**src/rtl/bit_stream_serializer.sv**
```systemverilog
// Parallel-to-serial feeder for the 1001 detector, MSB first, one-word skid.
// Optional parity bit after each word: define SERIALIZER_PARITY_EN.
module bit_stream_serializer #(
  parameter int WIDTH = 8,
  parameter int DIV   = 1
) (
  input  logic             clk,
  input  logic             reset,
  input  logic [WIDTH-1:0] din,
  input  logic             din_valid,
  output logic             din_ready,
  output logic             x,
  output logic             x_valid,
  output logic             busy
);

  localparam int BW = $clog2(WIDTH);
  localparam int DW = (DIV > 1) ? $clog2(DIV) : 1;

`ifdef SERIALIZER_PARITY_EN
  typedef enum logic [1:0] {
    IDLE   = 2'd0,
    SHIFT  = 2'd1,
    PARITY = 2'd2
  } state_t;
`else
  typedef enum logic [1:0] {
    IDLE  = 2'd0,
    SHIFT = 2'd1
  } state_t;
`endif

  state_t           state_q, state_d;
  logic [WIDTH-1:0] sh_q, sh_d;
  logic [WIDTH-1:0] hold_q, hold_d;
  logic             full_q, full_d;
  logic [BW-1:0]    bcnt_q, bcnt_d;
  logic [DW-1:0]    dcnt_q, dcnt_d;
  logic             x_d, xv_d;
`ifdef SERIALIZER_PARITY_EN
  logic             par_q, par_d;
  logic             hpar_q, hpar_d;
`endif

  logic xfer;
  logic div_end;
  logic bit_last;
  logic word_done;
  logic took;

  assign din_ready = !full_q;
  assign busy      = (state_q != IDLE) | full_q;
  assign xfer      = din_valid & din_ready;
  assign bit_last  = (bcnt_q == BW'(WIDTH - 1));
  assign div_end   = (DIV == 1) ? 1'b1
                   : (dcnt_q == DW'(DIV - 1));

  always_comb begin
    state_d   = state_q;
    sh_d      = sh_q;
    hold_d    = hold_q;
    full_d    = full_q;
    bcnt_d    = bcnt_q;
    dcnt_d    = dcnt_q;
`ifdef SERIALIZER_PARITY_EN
    par_d     = par_q;
    hpar_d    = hpar_q;
`endif
    word_done = 1'b0;
    took      = 1'b0;

    unique case (state_q)
      IDLE: begin
        if (xfer) begin
          took    = 1'b1;
          sh_d    = din;
          bcnt_d  = '0;
          dcnt_d  = '0;
          state_d = SHIFT;
`ifdef SERIALIZER_PARITY_EN
          par_d   = ^din;
`endif
        end
      end
      SHIFT: begin
        if (div_end) begin
          dcnt_d = '0;
          if (bit_last) begin
            bcnt_d = '0;
`ifdef SERIALIZER_PARITY_EN
            state_d = PARITY;
`else
            word_done = 1'b1;
`endif
          end else begin
            sh_d   = {sh_q[WIDTH-2:0], 1'b0};
            bcnt_d = bcnt_q + BW'(1);
          end
        end else begin
          dcnt_d = dcnt_q + DW'(1);
        end
      end
`ifdef SERIALIZER_PARITY_EN
      PARITY: begin
        if (div_end) begin
          dcnt_d    = '0;
          word_done = 1'b1;
        end else begin
          dcnt_d = dcnt_q + DW'(1);
        end
      end
`endif
      default: state_d = IDLE;
    endcase

    // word end: drain the buffer, else take din directly, else go idle
    if (word_done) begin
      bcnt_d = '0;
      dcnt_d = '0;
      if (full_q) begin
        sh_d    = hold_q;
        full_d  = 1'b0;
        state_d = SHIFT;
`ifdef SERIALIZER_PARITY_EN
        par_d   = hpar_q;
`endif
      end else if (xfer) begin
        took    = 1'b1;
        sh_d    = din;
        state_d = SHIFT;
`ifdef SERIALIZER_PARITY_EN
        par_d   = ^din;
`endif
      end else begin
        state_d = IDLE;
      end
    end

    if (xfer && !took) begin
      hold_d = din;
      full_d = 1'b1;
`ifdef SERIALIZER_PARITY_EN
      hpar_d = ^din;
`endif
    end

    xv_d = (state_d != IDLE);
    x_d  = 1'b0;
    if (state_d == SHIFT) begin
      x_d = sh_d[WIDTH-1];
    end
`ifdef SERIALIZER_PARITY_EN
    if (state_d == PARITY) begin
      x_d = par_d;
    end
`endif
  end

  always_ff @(posedge clk or negedge reset) begin
    if (!reset) begin
      state_q <= IDLE;
      sh_q    <= '0;
      hold_q  <= '0;
      full_q  <= 1'b0;
      bcnt_q  <= '0;
      dcnt_q  <= '0;
      x       <= 1'b0;
      x_valid <= 1'b0;
`ifdef SERIALIZER_PARITY_EN
      par_q   <= 1'b0;
      hpar_q  <= 1'b0;
`endif
    end else begin
      state_q <= state_d;
      sh_q    <= sh_d;
      hold_q  <= hold_d;
      full_q  <= full_d;
      bcnt_q  <= bcnt_d;
      dcnt_q  <= dcnt_d;
      x       <= x_d;
      x_valid <= xv_d;
`ifdef SERIALIZER_PARITY_EN
      par_q   <= par_d;
      hpar_q  <= hpar_d;
`endif
    end
  end

endmodule

```
**config.mk**
```make
export PLATFORM = sky130hd
export DESIGN_NAME = bit_stream_serializer
export DESIGN_NICKNAME = d
export VERILOG_FILES = /design/src/rtl/bit_stream_serializer.sv
export SDC_FILE = /design/constraint.sdc
export NUM_CORES = 1
export LEC_CHECK = 0
export CORE_UTILIZATION = 35
export DETAILED_ROUTE_END_ITERATION = 10
export GPL_TIMING_DRIVEN = 0
export PLACE_DENSITY_LB_ADDON = 0.3
export REMOVE_ABC_BUFFERS = 1
export SYNTH_ARGS = -nofsm -noshare
export SYNTH_HDL_FRONTEND = slang
export SYNTH_SLANG_ARGS = --single-unit
```
**constraint.sdc**
```tcl
create_clock -name clk -period 5.3 [get_ports clk]
set_clock_uncertainty 0.05 [all_clocks]
set_input_delay 1.06 -clock clk [delete_from_list [all_inputs] [get_ports clk]]
set_output_delay 1.06 -clock clk [all_outputs]
set_load 0.1 [all_outputs]
```
==> results of run 1 <==
area by class of cell:
type                       instances  area share (%)
clock buffer                       4            1.91
tap                               44            4.00
sequential                        23            41.9
multi-input combinational         71            40.1
inverter                           7            1.91
timing repair buffer              14            10.2
flip-flops by register name, summed over array words and instances (netlist names):
signal	cells
sh_q	7
x	1
x_valid	1
state_q	2
bcnt_q	3
full_q	1
hold_q	8
stage by stage:
step,setup slack [ns],cells,cell area [sq um],hold slack [ns]
after floorplan,2.30,101,1150,0.411
after global placement,2.28,159,1350,0.426
after detailed placement,2.28,159,1350,0.442
after CTS,1.90,163,1380,0.466
after global routing,1.80,163,1380,0.485
final,1.90,163,1380,0.465
critical path, delay by kind of cell, from the launching register on:
| family | cells | cell delay, ns |
|---|---|---|
| AND/OR/NAND/NOR | 2 | 0.27 |
| buffers and inverters | 1 | 1.13 |
| flip-flops | 1 | 0.57 |
cells by family (layout without fill, tap and decap cells):
group | after synthesis | after routing | synth area share (%)
and+or+nand+nor | 25 | 25 | 12.6
adders and majority gates | 3 | 3 | 3.12
AOI/OAI and AO/OA | 33 | 33 | 21.1
buffers and inverters | 13 | 25 | 6.44
DFF | 23 | 23 | 47.8
other | 1 | 1 | 0.311
muxes | 9 | 9 | 8.72
per-layer routing:
layer / vias to the layer above / wire (microns) / global-route usage, %
li1: 422 / - / -
met1: 451 / 1210 / 21.9
met2: 13 / 1120 / 24.6
met3: 2 / 60 / 4.48
met4: 0 / 19 / 3.90
met5: - / 0 / 0
worst max-delay path by stage:
stage / depth (start not counted) / from / end / slack (ns)
after detailed placement: 3 / state_q[1] / busy / 2.28
final: 3 / state_q[1] / busy / 1.90
after floorplan: 2 / full_q / busy / 2.30
after global placement: 3 / state_q[1] / busy / 2.28
after CTS: 3 / state_q[1] / busy / 1.90
after global routing: 3 / state_q[1] / busy / 1.80
report_power, final:
part,switching [mW],total (mW),internal (mW)
registers,0.0452,0.284,0.239
logic,0.0741,0.161,0.0866
clock network,0.0535,0.0829,0.0294
total,0.173,0.528,0.355
cells in the final DEF (no fill, tap or decap):
cell	instances
clkbuf_1	1
and3_1	3
nor3_2	2
conb_1	1
mux2_2	8
a32oi_1	1
and3b_1	1
a21oi_1	6
mux2_4	1
nor2b_4	1
clkdlybuf4s50_1	14
o221ai_1	1
nor3_1	2
o41ai_1	1
nand2b_1	4
nor3b_1	1
o21ai_0	6
o21a_1	1
a222oi_1	1
nor2_1	4
o311ai_1	1
o21ai_1	1
a22o_1	4
inv_1	7
a32o_1	1
a221oi_2	1
dfrtp_1	23
and2b_1	1
nand2_1	4
o2bb2ai_1	1
a221o_1	5
o21ai_2	2
ha_1	3
clkbuf_4	3
nand3_1	2
cells in the mapped netlist, drive strengths merged:
cell type / count / area share [%]
and3: 3 / 1.6
nand2b: 4 / 2.1
a32oi: 1 / 0.73
a221o: 5 / 4.2
o221ai: 1 / 0.73
nand3: 2 / 0.83
ha: 3 / 3.1
nor2: 4 / 1.2
a221oi: 1 / 1.2
o2bb2ai: 1 / 0.73
nand2: 4 / 1.2
a222oi: 1 / 0.83
buf: 6 / 4.3
dfrtp: 23 / 48
nor3b: 1 / 0.62
o21ai: 9 / 4.4
and3b: 1 / 0.73
a21oi: 6 / 2.5
o311ai: 1 / 0.73
nor3: 4 / 2.5
o41ai: 1 / 0.73
a22o: 4 / 2.9
conb: 1 / 0.31
mux2: 9 / 8.7
o21a: 1 / 0.62
nor2b: 1 / 1.1
a32o: 1 / 0.83
and2b: 1 / 0.62
inv: 7 / 2.2
==> run metrics, run 1 <==
# nets final=about 130; Post-CTS Setup Bufs=0; WL/cell=approximately 15 microns; antenna viol nets, final=0; routability cong.=0.821; Hold Vio Cnt, Final=0; CP Cell Sequence=nor2_1 > nand2_1 > clkdlybuf4s50_1; total die area=3680 sq um; Final HPWL DP=around 1700 microns; layout cells sized above 1=between 10% and 20%; FF-to-FF path depth=5; drt total wl=2410 microns; hold buffer count at cts=0; Synth-to-Final Area Change=14.1%; delay of the slowest cell on the worst path=1.13 ns; Hold Crit Endpoint=bcnt_q[0]; #FFs+latches synth=23; worst hold path depth=1; clock root cell=clkbuf_4; CTS tree=built; first drt pass iteration count=4; Slew Viols, Final=0; H-tree depth=1; crit path capture type=output pin; Final Critical Period=roughly 3.4 ns; Final Setup Violations=0; gr usage total=15.8%; FMAX=about 290 MHz; Core Region=about 3200 sq um; setup TNS=0 ns; Clock Tree Buf Depth=2; startpoint types=flop; die height=roughly 61 microns; Via density=roughly 5.4; area of the multi-input gates=552 sq um; clock sinks=23; critical path's slowest cell=clkdlybuf4s50_1; filler instances=between 300 and 400; largest net degree at the start of global routing=24; Tcrit/Tclk final=between 60% and 70%; Ports=15; Syn Inst Count=about 110; relative slew slack=a little under a third; first-pass GRT wire length=approximately 4200 microns; Tot Pwr=around 530 uW; Synth cell types=35; ant diodes=0; worst reg-to-reg setup slack=3.25 ns; RSZ-0062 raised after global routing=false; Tightest Pin Transition=about 1 ns; row cnt=20; Post-route DRC=0; vias in the first global route=approximately 870; Worst EP arrival=around 2.3 ns; VDD IR max=~0.15 mV; R2R Path End=hold_q[7]; vias=888; final core utilization=~44%; initial DRC count=28; die width=60.7 microns; CP max FO=10; number of buffers created by CTS=3; Max Cap Viol=0; register area share after synthesis=47.8%; Worst Setup Path Type=reg -> out; insertion delay to the later sink of the worst-skew pair=around 0.31 ns; clock slew at reported path FFs=0.13 ns; Reg area=around 580 sq um; Hold Crit Start=bcnt_q[0]; Syn. warnings=0; Initial Utilization=a little under two fifths; Mapped Area=~1200 sq um; Leak=0.597 nW; PortBufs=14; grt ovf=0; status=finished clean; Hold Path Class=reg -> reg; Crit path required time=4.19 ns; RR Startpoint=bcnt_q[0]; Resized cells post-CTS=0; initial antenna violation count=0; PwrDens=between 300 and 400 nW/um^2; synthesized area per cell=between 10 and 15 sq um
No activity file was read; power rests on OpenSTA's default activity.
==> run 2: changes to the inputs <==
clock period = 3.31 ns   (was 5.3 ns; I/O delays follow)
==> results of run 2 <==
The final DEF is identical to that of run 1. Status: finished clean.
Among the figures that moved: setup slack after placement 2.28 ns -> 0.686 ns; setup slack after layout 1.90 ns -> 0.312 ns; register-to-register setup slack 3.25 ns -> 1.26 ns; total power 0.528 mW -> 0.845 mW; worst IR drop on VDD 0.153 mV -> 0.246 mV
==> run 3: changes to the inputs <==
CAP_MARGIN = 20   (was default)
CTS_BUF_LIST = sky130_fd_sc_hd__clkbuf_8 sky130_fd_sc_hd__clkbuf_16   (was default)
==> run 3 against run 2 <==
  * Via count down 1.0%
  * Highest routed layer unchanged
  * Power grew 5.1%
  * Largest cell class unchanged
  * Combinational power hardly changed
  * Sequential cell count is the same
  * Hold slack got worse by 0.0065 ns
  * Final cell count is 0.61% higher
  * Clock-buffer cell count decreased by 1
==> run metrics, run 3 (synthesis gave the netlist of run 1 again) <==
routability cong.=0.821 (unchanged); insertion delay to the later sink of the worst-skew pair=0.26 ns (was 0.31 ns); Resized cells post-CTS=0 (unchanged); initial DRC count=23 (was 28); largest registers=hold_q (8), sh_q (7), bcnt_q (3) (unchanged); status=finished clean (unchanged); commonest non-fill, non-tap cell in the layout=dfrtp_1 (unchanged); met2 WL=1140 microns (was 1120 microns); RSZ-0062 raised after global routing=false (unchanged); Core Region=3150 sq um (unchanged); die height=60.7 microns (unchanged); met3 WL=76 microns (was 60 microns); vias=879 (was 888); clock root cell=clkbuf_8 (was clkbuf_4); WL/cell=14.8 microns (about the same); max reg flops=8 (unchanged); number of buffers created by CTS=3 (unchanged); Leak=0.616 nW (was 0.597 nW); Via density=5.36 (was 5.45); CTS tree=built (unchanged); met1 wire length=1200 microns (was 1210 microns); Worst EP arrival=2.22 ns (was 2.29 ns); area of the multi-input gates=552 sq um (unchanged); Post-route DRC=0 (unchanged); filler instances=314 (was 317); Reg area=576 sq um (unchanged); Final Critical Period=2.93 ns (was 3.00 ns); commonest non-fill, non-tap cells in the layout=dfrtp_1 (23), clkdlybuf4s50_1 (14), inv_1 (8), mux2_2 (8) (was dfrtp_1 (23), clkdlybuf4s50_1 (14), mux2_2 (8)); Slew Viols, Final=0 (unchanged); clock slew at reported path FFs=0.08 ns (was 0.13 ns); PwrDens=631 nW/um^2 (was 615 nW/um^2); antenna viol nets, final=0 (unchanged); final core utilization=44.7% (was 43.6%); Max Cap Viol=0 (unchanged); die width=60.7 microns (unchanged); hold buffer count at cts=0 (unchanged); crit path capture type=output pin (unchanged); first-pass GRT wire length=4220 microns (unchanged); H-tree depth=1 (unchanged); layout cells sized above 1=15.8% (was 15.1%); Final HPWL DP=1740 microns (unchanged); Tcrit/Tclk final=88.6% (was 90.6%); setup TNS=0 ns (unchanged); PortBufs=14 (unchanged); FMAX=341 MHz (was 334 MHz); Hold Path Class=reg -> reg (unchanged); top routing layer in use=met4 (unchanged); initial antenna violation count=0 (unchanged); startpoint types=flop (unchanged); ant diodes=0 (unchanged); Final Setup Violations=0 (unchanged); Synth-to-Final Area Change=16.9% (was 14.1%); Clock Tree Buf Depth=2 (unchanged); largest net degree at the start of global routing=24 (unchanged); row cnt=20 (unchanged); CP max FO=10 (unchanged); Post-CTS Setup Bufs=0 (unchanged); Ports=15 (unchanged); Initial Utilization=38.2% (unchanged); Worst Setup Path Type=reg -> out (unchanged); grt ovf=0 (unchanged); relative slew slack=34.9% (was 31.3%); gr usage total=15.8% (unchanged); drt total wl=2430 microns (was 2410 microns); # nets final=135 (was 134); Crit path required time=2.60 ns (about the same); first drt pass iteration count=4 (unchanged); VDD IR max=0.245 mV (was 0.246 mV); total die area=3680 sq um (unchanged); vias in the first global route=864 (was 867); clock sinks=23 (unchanged); Top reg by flops=hold_q (unchanged); Tightest Pin Transition=0.973 ns (was 1.03 ns); Hold Vio Cnt, Final=0 (unchanged)
[run 3: cell count changes in the layout (fill, tap and decap cells not counted), sizes merged]
cell / change
buf: +1
inv: +1
clkbuf: -1
[run 3: path summary, 6_finish.rpt]
kind,cells after the start,slack (ns),end,startpoint
max,3,0.38,busy,state_q[1]
min,1,0.46,bcnt_q[0],bcnt_q[0]
max reg2reg,5,1.26,hold_q[7],bcnt_q[0]
min reg2reg,1,0.46,bcnt_q[0],bcnt_q[0]
max in group asynchronous,2,2.10,hold_q[4],reset
min in group asynchronous,1,0.65,sh_q[6],reset
[run 3: power by group]
part / switching (mW) / internal (mW)
logic: 0.120 / 0.140
registers: 0.0716 / 0.384
clock network: 0.0901 / 0.0829
[run 3: critical path, cell delays in order (launching register included)]
cell and delay (ns):
dfrtp_1 0.55, nor2_1 0.16, nand2_1 0.10, clkdlybuf4s50_1 1.13
[run 3: cell type report]
class / instances / share of cell area (%)
multi-input cells: 71 / 39.2
well taps: 44 / 3.91
inverters: 7 / 1.87
clock buffers: 3 / 2.93
clock inverters: 1 / 0.266
repair buffers: 15 / 11.0
flip-flops and latches: 23 / 40.9
[run 3: routing by layer]
layer,vias to the layer above,GRT usage [%]
met4,0,4.22
li1,421,-
met2,12,24.8
met1,444,21.6
met5,-,0
met3,2,4.48
[run 3: through the flow]
stage	worst slack, ns	total power [mW]	instances	hold WS [ns]	area, sq um
global placement	0.689	0.706	159	0.426	1350
detailed placement	0.686	0.721	159	0.442	1350
finish	0.378	0.889	164	0.458	1410
floorplan	0.704	0.642	101	0.316	1150
global route	0.286	0.949	164	0.473	1410
CTS	0.378	0.895	163	0.459	1390
